## config.mk

```make
export PLATFORM = sky130hd
export DESIGN_NAME = pipe_stage_reg
export DESIGN_NICKNAME = d
export VERILOG_FILES = /design/src/rtl/cpu_pkg.sv /design/src/rtl/pipe_skid_entry.sv /design/src/rtl/pipe_stage_reg.sv
export SDC_FILE = /design/constraint.sdc
export NUM_CORES = 1
export LEC_CHECK = 0
export CAP_MARGIN = 20
export CORE_AREA = 2 2 144 104
export CTS_CLUSTER_SIZE = 40
export DETAILED_ROUTE_END_ITERATION = 10
export DIE_AREA = 0 0 146 106
export PLACE_DENSITY = 0.81
export SLEW_MARGIN = 20
export SYNTH_ARGS = -nofsm -noshare
export SYNTH_HDL_FRONTEND = slang
export SYNTH_SLANG_ARGS = --single-unit
```

## constraint.sdc

```tcl
create_clock -name clk -period 2.2 [get_ports clk]
set_input_delay 0.44 -clock clk [delete_from_list [all_inputs] [get_ports clk]]
set_output_delay 0.44 -clock clk [all_outputs]
set_load 0.01 [all_outputs]
```

## src/rtl/cpu_pkg.sv

```systemverilog
// Shared constants for the P7 core: exception codes, reset/handler PCs and the reset payload.
package cpu_pkg;

    localparam int unsigned EXC_W = 5;
    localparam logic [EXC_W-1:0] EXC_NONE = 5'd0;
    localparam logic [EXC_W-1:0] EXC_OV = 5'd12;

    localparam logic [31:0] PC_RESET = 32'h0000_3000;
    localparam logic [31:0] HANDLER_PC = 32'h0000_4180;

    localparam int unsigned DATA_W_DFLT = 96;
    localparam logic [DATA_W_DFLT-1:0] PAYLOAD_RESET = '0;

endpackage

```

## src/rtl/pipe_skid_entry.sv

```systemverilog
// Field-storage register bank for one pipeline entry (valid, PC, delay-slot flag, exception, payload).
module pipe_skid_entry
#(
    parameter int unsigned DATA_W = 96,
    parameter int unsigned EXC_W = 5,
    parameter logic [31:0] RESET_PC = 32'h0000_3000
) (
    input  logic              clk,
    input  logic              reset,
    input  logic              we,
    input  logic              d_valid,
    input  logic [31:0]       d_pc,
    input  logic              d_bd,
    input  logic [EXC_W-1:0]  d_exc,
    input  logic [DATA_W-1:0] d_data,
    output logic              q_valid,
    output logic [31:0]       q_pc,
    output logic              q_bd,
    output logic [EXC_W-1:0]  q_exc,
    output logic [DATA_W-1:0] q_data
);

    always_ff @(posedge clk) begin
        if (reset) begin
            q_valid <= 1'b0;
            q_pc    <= RESET_PC;
            q_bd    <= 1'b0;
            q_exc   <= '0;
            q_data  <= '0;
        end else if (we) begin
            q_valid <= d_valid;
            q_pc    <= d_pc;
            q_bd    <= d_bd;
            q_exc   <= d_exc;
            q_data  <= d_data;
        end
    end

endmodule

```

## src/rtl/pipe_stage_reg.sv

```systemverilog
// Parametrised pipeline stage register with valid/ready, flush, req override and stall counter.
// Define PIPE_SKID_BUF_EN for a one-entry skid buffer with a registered in_ready.
module pipe_stage_reg
    import cpu_pkg::*;
#(
    parameter int unsigned DATA_W = cpu_pkg::DATA_W_DFLT,
    parameter int unsigned EXC_W = cpu_pkg::EXC_W,
    parameter logic [31:0] PC_RESET = cpu_pkg::PC_RESET,
    parameter logic [31:0] HANDLER_PC = cpu_pkg::HANDLER_PC,
    parameter int unsigned CNT_W = 16
) (
    input  logic              clk,
    input  logic              reset,
    input  logic              in_valid,
    output logic              in_ready,
    input  logic [31:0]       in_pc,
    input  logic              in_bd,
    input  logic [EXC_W-1:0]  in_exc,
    input  logic [EXC_W-1:0]  in_exc_new,
    input  logic [DATA_W-1:0] in_data,
    input  logic              flush,
    input  logic              req,
    output logic              out_valid,
    input  logic              out_ready,
    output logic [31:0]       out_pc,
    output logic              out_bd,
    output logic [EXC_W-1:0]  out_exc,
    output logic [DATA_W-1:0] out_data,
    output logic [CNT_W-1:0]  stall_cnt
);

    localparam logic [EXC_W-1:0] EXC_CLR = EXC_W'(EXC_NONE);
    localparam logic [DATA_W-1:0] DATA_CLR = DATA_W'(PAYLOAD_RESET);

    logic              out_free;
    logic [EXC_W-1:0]  ld_exc;
    logic [DATA_W-1:0] ld_data;

    logic              out_we;
    logic              nxt_valid;
    logic [31:0]       nxt_pc;
    logic              nxt_bd;
    logic [EXC_W-1:0]  nxt_exc;
    logic [DATA_W-1:0] nxt_data;

    assign out_free = !out_valid || out_ready;
    // Earliest stage's exception wins; an empty slot carries no exception or payload.
    assign ld_exc = !in_valid ? EXC_CLR : ((in_exc != EXC_CLR) ? in_exc : in_exc_new);
    assign ld_data = in_valid ? in_data : DATA_CLR;

    pipe_skid_entry #(
        .DATA_W   (DATA_W),
        .EXC_W    (EXC_W),
        .RESET_PC (PC_RESET)
    ) u_out (
        .clk     (clk),
        .reset   (reset),
        .we      (out_we),
        .d_valid (nxt_valid),
        .d_pc    (nxt_pc),
        .d_bd    (nxt_bd),
        .d_exc   (nxt_exc),
        .d_data  (nxt_data),
        .q_valid (out_valid),
        .q_pc    (out_pc),
        .q_bd    (out_bd),
        .q_exc   (out_exc),
        .q_data  (out_data)
    );

`ifdef PIPE_SKID_BUF_EN
    logic              skid_we;
    logic              skid_d_valid;
    logic              skid_valid;
    logic [31:0]       skid_pc;
    logic              skid_bd;
    logic [EXC_W-1:0]  skid_exc;
    logic [DATA_W-1:0] skid_data;

    pipe_skid_entry #(
        .DATA_W   (DATA_W),
        .EXC_W    (EXC_W),
        .RESET_PC (PC_RESET)
    ) u_skid (
        .clk     (clk),
        .reset   (reset),
        .we      (skid_we),
        .d_valid (skid_d_valid),
        .d_pc    (in_pc),
        .d_bd    (in_bd),
        .d_exc   (ld_exc),
        .d_data  (ld_data),
        .q_valid (skid_valid),
        .q_pc    (skid_pc),
        .q_bd    (skid_bd),
        .q_exc   (skid_exc),
        .q_data  (skid_data)
    );

    assign in_ready = !skid_valid;

    always_comb begin
        out_we       = 1'b0;
        nxt_valid    = in_valid;
        nxt_pc       = in_pc;
        nxt_bd       = in_bd;
        nxt_exc      = ld_exc;
        nxt_data     = ld_data;
        skid_we      = 1'b0;
        skid_d_valid = in_valid;
        if (req) begin
            out_we       = 1'b1;
            nxt_valid    = 1'b0;
            nxt_pc       = HANDLER_PC;
            nxt_bd       = 1'b0;
            nxt_exc      = EXC_CLR;
            nxt_data     = DATA_CLR;
            skid_we      = 1'b1;
            skid_d_valid = 1'b0;
        end else if (skid_valid) begin
            // A parked entry drains before any new input or flush bubble.
            if (out_free) begin
                out_we       = 1'b1;
                nxt_valid    = 1'b1;
                nxt_pc       = skid_pc;
                nxt_bd       = skid_bd;
                nxt_exc      = skid_exc;
                nxt_data     = skid_data;
                skid_we      = 1'b1;
                skid_d_valid = 1'b0;
            end
        end else if (flush) begin
            if (out_free) begin
                out_we    = 1'b1;
                nxt_valid = 1'b0;
                nxt_exc   = EXC_CLR;
                nxt_data  = DATA_CLR;
            end
        end else if (out_free) begin
            out_we = 1'b1;
        end else if (in_valid) begin
            skid_we = 1'b1;
        end
    end
`else
    assign in_ready = out_free;

    always_comb begin
        out_we    = 1'b0;
        nxt_valid = in_valid;
        nxt_pc    = in_pc;
        nxt_bd    = in_bd;
        nxt_exc   = ld_exc;
        nxt_data  = ld_data;
        if (req) begin
            out_we    = 1'b1;
            nxt_valid = 1'b0;
            nxt_pc    = HANDLER_PC;
            nxt_bd    = 1'b0;
            nxt_exc   = EXC_CLR;
            nxt_data  = DATA_CLR;
        end else if (in_ready) begin
            out_we = 1'b1;
            // Bubble keeps PC/BD so a later exception still reports a sensible EPC.
            if (flush) begin
                nxt_valid = 1'b0;
                nxt_exc   = EXC_CLR;
                nxt_data  = DATA_CLR;
            end
        end
    end
`endif

    always_ff @(posedge clk) begin
        if (reset) begin
            stall_cnt <= '0;
        end else if (out_valid && !out_ready && (stall_cnt != {CNT_W{1'b1}})) begin
            stall_cnt <= stall_cnt + CNT_W'(1);
        end
    end

endmodule
```

Yosys cells after proc, flatten, opt, wreduce, memory -nomap -nowiden --
Cells that the tools add are included.
Cells by class: $add $sub $neg 1, multiply operators 0, div/mod/pow operators 0, $lt $le $gt $ge 0, equality and inequality tests 1, shifts and indexed selects 0, mux-type cells 16, bitwise logic cells 0, reductions and logical operators 6
Operator list (count):
- two-way mux 96 bit | 4
- two-way mux 32 bit | 1
- two-way mux 5 bit | 5
- adder 16 x 1 -> 16 bit (second input constant) | 1
- inequality test 16 bit (second input constant) | 1
- two-way mux 1 bit | 6
- nonzero test 5 bit | 1
- logical AND 1 bit | 2
- zero test 1 bit | 2
- logical OR 1 bit | 1
Storage, ports and cells: bits in registers 151, latch bits 0, memory bits (writable) 0, memory bits (read-only) 0, output and inout port bits 152, memories 0

Logic depth before layout (Yosys ltp) --
Gate-level depths: netlist of run 1.
word-level depth 6, depth in mapped cells 8, depth with buffers taken out 5

Cells and area by module --
From an unflattened synthesis of run 1, not the netlist that was laid out.
Unflattened totals: cells, all modules 693, area total of the unflattened synthesis 6655.1 um2
By module, submodules not included:
- pipe_skid_entry | instances 1, cells an instance 435, area each 4842.1 um2, sequential area each 2702.6 um2
- pipe_stage_reg | instances 1, cells an instance 258, area each 1813.0 um2, sequential area each 320.3 um2

Worst setup path after synthesis of run 1 --
No wires, ideal clock.
path type input to register, start input out_ready, end register stall_cnt[13], setup time 71 ps, arrival time 1780 ps, path slack 349 ps, cell stages on the path 6, buffers on the path 1, cells stage by stage nor2b_2 buf_4 inv_2 or4_4 or4_1 a21oi_1
Between the ends: cells in the longest elaborated chain, start to end 3
RTL lines:
- from (decl) | RTL line pipe_stage_reg.sv:24 | input logic out_ready,
- zero test 1 bit | RTL line pipe_stage_reg.sv:177 | end else if (out_valid && !out_ready && (stall_cnt != {CNT_W{1'b1}})) begin
- logical AND 1 bit (2 in a row) | RTL line pipe_stage_reg.sv:177
- to (signal assigned) | RTL line pipe_stage_reg.sv:178 | stall_cnt <= stall_cnt + CNT_W'(1);
- to (decl) | RTL line pipe_stage_reg.sv:29 | output logic [CNT_W-1:0] stall_cnt
Every way passes these cells. A chain may end at the register's enable or synchronous reset.

Final worst setup path of run 1 --
start input out_ready, end output in_ready
Between the ends: cells in the longest elaborated chain, start to end 1
RTL lines:
- logical OR 1 bit | RTL line pipe_stage_reg.sv:46 | assign out_free = !out_valid || out_ready;
- to (decl) | RTL line pipe_stage_reg.sv:15 | output logic in_ready,
Every way passes these cells.

==> summary.md, run 1 <==
| Metric | Value |
|---|---|
| Status | `complete, no violations` |
| Post-Route WL | `17,230 um` |
| RSZ-0062 raised after global routing | `false` |
| Largest net degree at the start of global routing | `57` |
| Clk buf depth | `2` |
| Multi-input logic area | `2136 um^2` |
| Remaining DRCs | `0` |
| Gr ovfl total | `0` |
| Drt first pass iters | `5` |
| Detailed Place HPWL | `12,330 um` |
| CTS Hold Bufs | `0` |
| Setup fix buffers added after clock tree synthesis | `0` |
| Reg2reg end | `stall_cnt[6]` |
| Top cell type's share of synthesized area | `0.5647` |
| Slew at the pin closest to its max-slew limit | `554.3 ps` |
| CTS Sinks | `151` |
| Buffers on Ports | `296` |
| Hold crit path type | `primary input to flip-flop` |
| Share of layout cells above drive strength 1 | `0.07633` |
| CTS tree | `built` |
| Syn_nets | `743` |
| Post-CTS Resized | `0` |
| Fillers | `1,208` |
| All-layer global routing usage | `0.2161` |
| Pwr Total | `6.312 mW` |
| Synth async-reset ratio | `0` |
| CP startpoint | `out_ready` |
| Root buffer cell | `clkbuf_16` |
| Die height | `106 um` |
| Top area cells in the synthesized netlist | `dfxtp_1, a22oi_1, nor2_1, nand2_1, a21oi_1` |
| Sequential Area | `3023 um^2` |
| Antenna-violating nets left | `0` |
| Number of global-route vias before repair | `5,420` |
| Die width | `146 um` |
| Worst R2R Path Depth | `5` |
| Pre-CTS setup slack | `-41.35 ps` |
| Core box area | `14,260 um^2` |
| Crit path DAT | `1700 ps` |
| CP Launch Type | `primary input` |
| Final Slew Violations | `0` |
| Max IR drop VDD | `0.5126 mV` |
| Mapped Avg Cell Area | `8.966 um^2` |
| Max Freq | `468.3 MHz` |
| Hold Vio Cnt, Final | `0` |
| IO Pins | `297` |
| Final WS setup | `64.83 ps` |
| Initial antenna violation count | `0` |
| Placer Congestion | `0.7968` |
| Final period utilization | `0.9705` |
| Nets | `1,037` |
| PwrDens | `683.5 nW/um^2` |
| Total number of yosys warnings | `0` |
| DR vias | `5,556` |
| Main synth FF type | `dfxtp_1` |
| First-pass GRT wire length | `27,340 um` |
| Clock skew | `6.549 ps` |
| CTS H-tree depth | `4` |
| Finished Layout Cells | `1,099` |
| Synth Instances | `597` |
| Max_slew headroom | `0.6271` |
| Yosys reg bits | `151` |
| Worst-Skew Late Latency | `410 ps` |
| Yosys cell types | `40` |
| Max_cap viols | `0` |
| EDFF count, synth | `0` |
| DR WL/cell | `15.68 um` |
| P_leak | `3.339 nW` |
| Synthesized cell area | `5353 um^2` |
| Critical Path End | `in_ready` |
| # setup viols final | `0` |
| CP Class | `primary input to output pin` |
| Reg2reg start | `stall_cnt[0]` |
| Flop2flop setup slack | `340 ps` |
| Share of the core filled with cells | `0.6477` |
| Site Rows | `37` |
| Initial core utilization | `0.3754` |
| Critical Path Fanout Max | `4` |
| First DRT Iteration DRCs | `253` |
| Crit path time final | `2135 ps` |
| Required time of the worst setup path | `1760 ps` |
| Synth area leader | `dfxtp_1` |
| Clock transition at the registers of the reported paths | `70 ps` |
| Layout area overhead | `72.53%` |
| Vias per inst | `5.056` |
| Inst Count DP | `1,067` |
| Crit end category | `output pin` |
| Diode count | `0` |
| Seq/Total Area, Yosys | `0.5647` |
| Hold_ws | `441.1 ps` |
| Die ar. | `15,480 um^2` |
| Num CTS Buffers | `17` |
-- cell usage after synthesis, types with 3 or more instances --
cell type	count
nor3_1	5
or4_1	4
a21oi_1	43
dfxtp_1	151
mux2i_1	4
o21ai_0	11
or2_2	3
nand2_1	73
a31oi_1	3
nor2_1	104
inv_1	7
nor4_1	5
buf_1	12
nand3_1	5
nand2b_1	3
o31ai_1	3
clkbuf_1	32
a22oi_1	96
nand4_1	4
or3_1	5
-- critical path, cell delays in order --
cell and delay (ps):
clkdlybuf4s50_1 480, nor2b_2 60, inv_2 50, buf_4 120, clkdlybuf4s50_1 550
-- placed cells by master, fill, tap and decap left out, types with 3 or more instances in the layout --
master           synthesis  final
clkdlybuf4s50_1          0    295
dfxtp_1                151    151
nor2_1                 104    103
a22oi_1                 96     96
nand2_1                 73     73
a21oi_1                 43     43
buf_4                    1     20
clkbuf_16                0     17
o21ai_0                 11     11
inv_1                    7      7
inv_6                    0      7
buf_12                   0      6
nor3_1                   5      5
nand3_1                  5      5
nor4_1                   5      5
or3_1                    5      5
or4_1                    4      4
mux2i_1                  4      4
nand4_1                  4      4
inv_8                    0      4
nand2b_1                 3      3
or2_2                    3      3
a31oi_1                  3      3
o31ai_1                  3      3
-- metrics by stage --
step,setup TNS (ps),cell area [um^2]
2_1_floorplan,0,5353
3_3_place_gp,-19.48,8656
3_5_place_dp,-41.35,8656
4_1_cts,0,9235
5_1_grt,0,9235
6_report,0,9235
-- layout make-up --
| type | instances | share of cell area |
|---|---|---|
| Timing Repair Buffer | 321 | 0.3490 |
| Sequential cell | 151 | 0.3273 |
| Multi-Input combinational cell | 392 | 0.2313 |
| Clock buffer | 17 | 0.04606 |
| Tap cell | 195 | 0.02642 |
| Clock inverter | 15 | 0.01666 |
| Inverter | 8 | 0.003252 |
-- how the worst min path moves through the flow --
stage	start	end	slack [ps]	depth (start not counted)
finish	reset	u_out.q_data[65]	440	2
global placement	u_out.q_exc[3]	u_out.q_exc[3]	440	2
CTS	reset	u_out.q_data[69]	420	2
detailed placement	u_out.q_pc[6]	u_out.q_pc[6]	440	2
global route	reset	u_out.q_data[68]	450	2
floorplan	u_out.q_bd	u_out.q_bd	480	2
-- routing by layer --
layer	share of wire	global-route usage	vias to the layer above
met4	0.018	0.07698	0
li1	-	-	2689
met1	0.41	0.2615	2619
met5	0	0	-
met3	0.088	0.07167	23
met2	0.48	0.3619	225
-- kinds of logic after synthesis --
| logic type | Yosys count | share of synthesized area |
|---|---|---|
| AOI/OAI and AO/OA | 167 | 0.2092 |
| and+or+nand+nor | 219 | 0.1753 |
| buffers and inverters | 54 | 0.03880 |
| DFF | 151 | 0.5648 |
| muxes | 5 | 0.009584 |
| adders and majority gates | 1 | 0.002337 |
-- report_power, final --
part | leakage (nW) | internal (mW) | total [mW] | switching [mW]
combinational | 1.83 | 0.394 | 0.618 | 0.224
sequential | 1.23 | 2.79 | 2.82 | 0.0308
clock | 0.288 | 1.61 | 2.87 | 1.26
total | 3.34 | 4.80 | 6.31 | 1.51
-- sequential cells by signal (all words and copies together) (netlist names) --
name / cells
u_out.q_pc: 32
stall_cnt: 16
u_out.q_valid: 1
u_out.q_bd: 1
u_out.q_exc: 5
u_out.q_data: 96
Power figures use the tool's default switching activity.
==> inputs of run 2 (changes only) <==
--- a/config.mk
+++ b/config.mk
@@ -6,10 +6,13 @@
 export NUM_CORES = 1
 export LEC_CHECK = 0
 export CAP_MARGIN = 20
-export CORE_AREA = 2 2 144 104
+export CELL_PAD_IN_SITES_DETAIL_PLACEMENT = 0
+export CELL_PAD_IN_SITES_GLOBAL_PLACEMENT = 1
+export CORE_AREA = 2 2 172 123
 export CTS_CLUSTER_SIZE = 40
 export DETAILED_ROUTE_END_ITERATION = 10
-export DIE_AREA = 0 0 146 106
+export DIE_AREA = 0 0 174 125
+export GPL_ROUTABILITY_DRIVEN = 0
 export PLACE_DENSITY = 0.81
 export SLEW_MARGIN = 20
 export SYNTH_ARGS = -nofsm -noshare
==> summary.md, run 2 (synthesis results as in run 1) <==
| Metric | Value |
|---|---|
| Gr ovfl total | `0 (unchanged)` |
| Diode count | `0 (unchanged)` |
| Root buffer cell | `clkbuf_16 (unchanged)` |
| Core box area | `20,260 um^2 (was 14,260 um^2)` |
| Biggest register | `u_out.q_data (unchanged)` |
| Initial antenna violation count | `0 (unchanged)` |
| Final period utilization | `0.9026 (was 0.9705)` |
| Crit path time final | `1986 ps (was 2135 ps)` |
| Hold EP | `u_out.q_data[56] (was u_out.q_data[65])` |
| Die ar. | `21,750 um^2 (was 15,480 um^2)` |
| Vias per inst | `4.589 (was 5.056)` |
| Drt first pass iters | `4 (was 5)` |
| All-layer global routing usage | `0.1698 (was 0.2161)` |
| Most frequent cells in the layout | `clkdlybuf4s50_1, dfxtp_1, nor2_1 (unchanged)` |
| Largest regs | `u_out.q_data x96, u_out.q_pc x32, stall_cnt x16 (unchanged)` |
| Max_slew headroom | `0.6177 (was 0.6271)` |
| Worst-Skew Late Latency | `430 ps (was 410 ps)` |
| Hold Vio Cnt, Final | `0 (unchanged)` |
| First-pass GRT wire length | `29,720 um (was 27,340 um)` |
| Final Slew Violations | `0 (unchanged)` |
| Die width | `174 um (was 146 um)` |
| First DRT Iteration DRCs | `334 (was 253)` |
| Antenna-violating nets left | `0 (unchanged)` |
| Flop2flop setup slack | `240 ps (was 340 ps)` |
| Fillers | `1,980 (was 1,208)` |
| DR vias | `5,424 (was 5,556)` |
| Initial core utilization | `0.2642 (was 0.3754)` |
| Min-delay src | `reset (unchanged)` |
| Max Freq | `503.6 MHz (was 468.3 MHz)` |
| Buffers on Ports | `296 (unchanged)` |
| Status | `complete, no violations (unchanged)` |
| Pre-CTS setup slack | `-81.02 ps (was -41.35 ps)` |
| Hold depth | `2 (unchanged)` |
| Crit end category | `output pin (unchanged)` |
| Final WS setup | `214.3 ps (was 64.83 ps)` |
| Die height | `125 um (was 106 um)` |
| Remaining DRCs | `0 (unchanged)` |
| Most common cell after layout, fill and taps aside | `clkdlybuf4s50_1 (unchanged)` |
| Number of global-route vias before repair | `5,462 (was 5,420)` |
| CTS H-tree depth | `4 (unchanged)` |
| Layout area overhead | `74.54% (was 72.53%)` |
| PwrDens | `684.3 nW/um^2 (was 683.5 nW/um^2)` |
| Detailed Place HPWL | `12,560 um (was 12,330 um)` |
| CP Class | `primary input to output pin (unchanged)` |
| Critical Path Fanout Max | `8 (was 4)` |
| Clock transition at the registers of the reported paths | `70 ps (about the same)` |
| Reg2reg end | `stall_cnt[13] (was stall_cnt[6])` |
| IO Pins | `297 (unchanged)` |
| Crit path DAT | `1550 ps (was 1700 ps)` |
| Nets | `1,039 (was 1,037)` |
| Required time of the worst setup path | `1760 ps (about the same)` |
| Site Rows | `44 (was 37)` |
| RSZ-0062 raised after global routing | `false (unchanged)` |
| Hold_ws | `416.4 ps (was 441.1 ps)` |
| Max IR drop VDD | `0.3283 mV (was 0.5126 mV)` |
| Clk buf depth | `2 (unchanged)` |
| CTS Sinks | `151 (unchanged)` |
| Clock skew | `8.478 ps (was 6.549 ps)` |
| # setup viols final | `0 (unchanged)` |
| Slew at the pin closest to its max-slew limit | `573.4 ps (was 554.3 ps)` |
| CTS tree | `built (unchanged)` |
| Max_cap viols | `0 (unchanged)` |
| Share of layout cells above drive strength 1 | `0.07837 (was 0.07633)` |
| Largest register FFs | `96 (unchanged)` |
| CP Launch Type | `primary input (unchanged)` |
| Reg2reg start | `stall_cnt[4] (was stall_cnt[0])` |
| DR WL/cell | `15.41 um (was 15.68 um)` |
| Worst R2R Path Depth | `4 (was 5)` |
| Final Cell Area | `9343 um^2 (was 9235 um^2)` |
| Num CTS Buffers | `17 (unchanged)` |
| P_leak | `3.346 nW (was 3.339 nW)` |
| Setup TNS | `0 ps (unchanged)` |
| Area after DPL | `8760 um^2 (was 8656 um^2)` |
| Largest net degree at the start of global routing | `73 (was 57)` |
| Pwr Total | `6.394 mW (was 6.312 mW)` |
| Hold crit path type | `primary input to flip-flop (unchanged)` |
| Post-Route WL | `18,220 um (was 17,230 um)` |
==> run 2: cell types whose count changed in the layout (fill, tap and decap cells not counted) <==
| cell | change |
|---|---|
| clkdlybuf4s50_1 | -1 |
| buf_4 | +3 |
| dlygate4sd2_1 | +1 |
| buf_12 | -1 |
| inv_8 | +2 |
| clkinv_4 | +1 |
| inv_6 | -3 |
==> run 2: where the power goes <==
group / total (mW) / internal, mW / switching [mW] / leakage [nW]
clock: 2.95 / 1.62 / 1.33 / 0.290
sequential: 2.82 / 2.79 / 0.0306 / 1.23
combinational: 0.621 / 0.394 / 0.226 / 1.83
total: 6.39 / 4.80 / 1.59 / 3.35
==> run 2: layout make-up <==
cell class | instances | area [um^2] | share of cell area
Clock inverter | 15 | 158.9 | 0.01701
Sequential cell | 151 | 3023 | 0.3236
Timing Repair Buffer | 323 | 3224 | 0.3451
Tap cell | 276 | 345.3 | 0.03696
Multi-Input combinational cell | 392 | 2136 | 0.2286
Clock buffer | 17 | 425.4 | 0.04553
Inverter | 8 | 30.03 | 0.003214
==> run 2: worst max path at each step <==
stage	startpoint	endpoint	slack, ps	cells after the start
6_report	out_ready	in_ready	210	5
2_1_floorplan	out_ready	stall_cnt[13]	350	6
4_1_cts	out_ready	in_ready	200	5
3_5_place_dp	out_ready	stall_cnt[13]	-80	6
3_3_place_gp	out_ready	stall_cnt[13]	-90	6
5_1_grt	stall_cnt[4]	stall_cnt[13]	130	5
==> run 2: per-stage QoR <==
step / utilization / instances
floorplan: - / 597
global placement: 0.4324 / 1150
detailed placement: 0.4324 / 1150
CTS: 0.4612 / 1182
global route: 0.4612 / 1182
finish: 0.4612 / 1182
==> run 2: what timing repair did <==
item                       in CTS  in global routing
resized for setup               1                  0
buffers inserted                0                  0
hold buffers                    0                  0
setup endpoints to repair       1                  0
==> run 2: critical path: stages <==
cell             delay, ps
clkdlybuf4s50_1        440
nor2b_2                160
inv_2                   50
buf_4                  160
dlygate4sd2_1          290
==> run 2: routing by layer <==
layer | global-route usage | wire [um] | up-vias
met1 | 0.2081 | 8098 | 2514
li1 | - | - | 2697
met2 | 0.2763 | 8283 | 207
met4 | 0.03262 | 96 | 0
met5 | 0 | 0 | -
met3 | 0.07786 | 1738 | 6
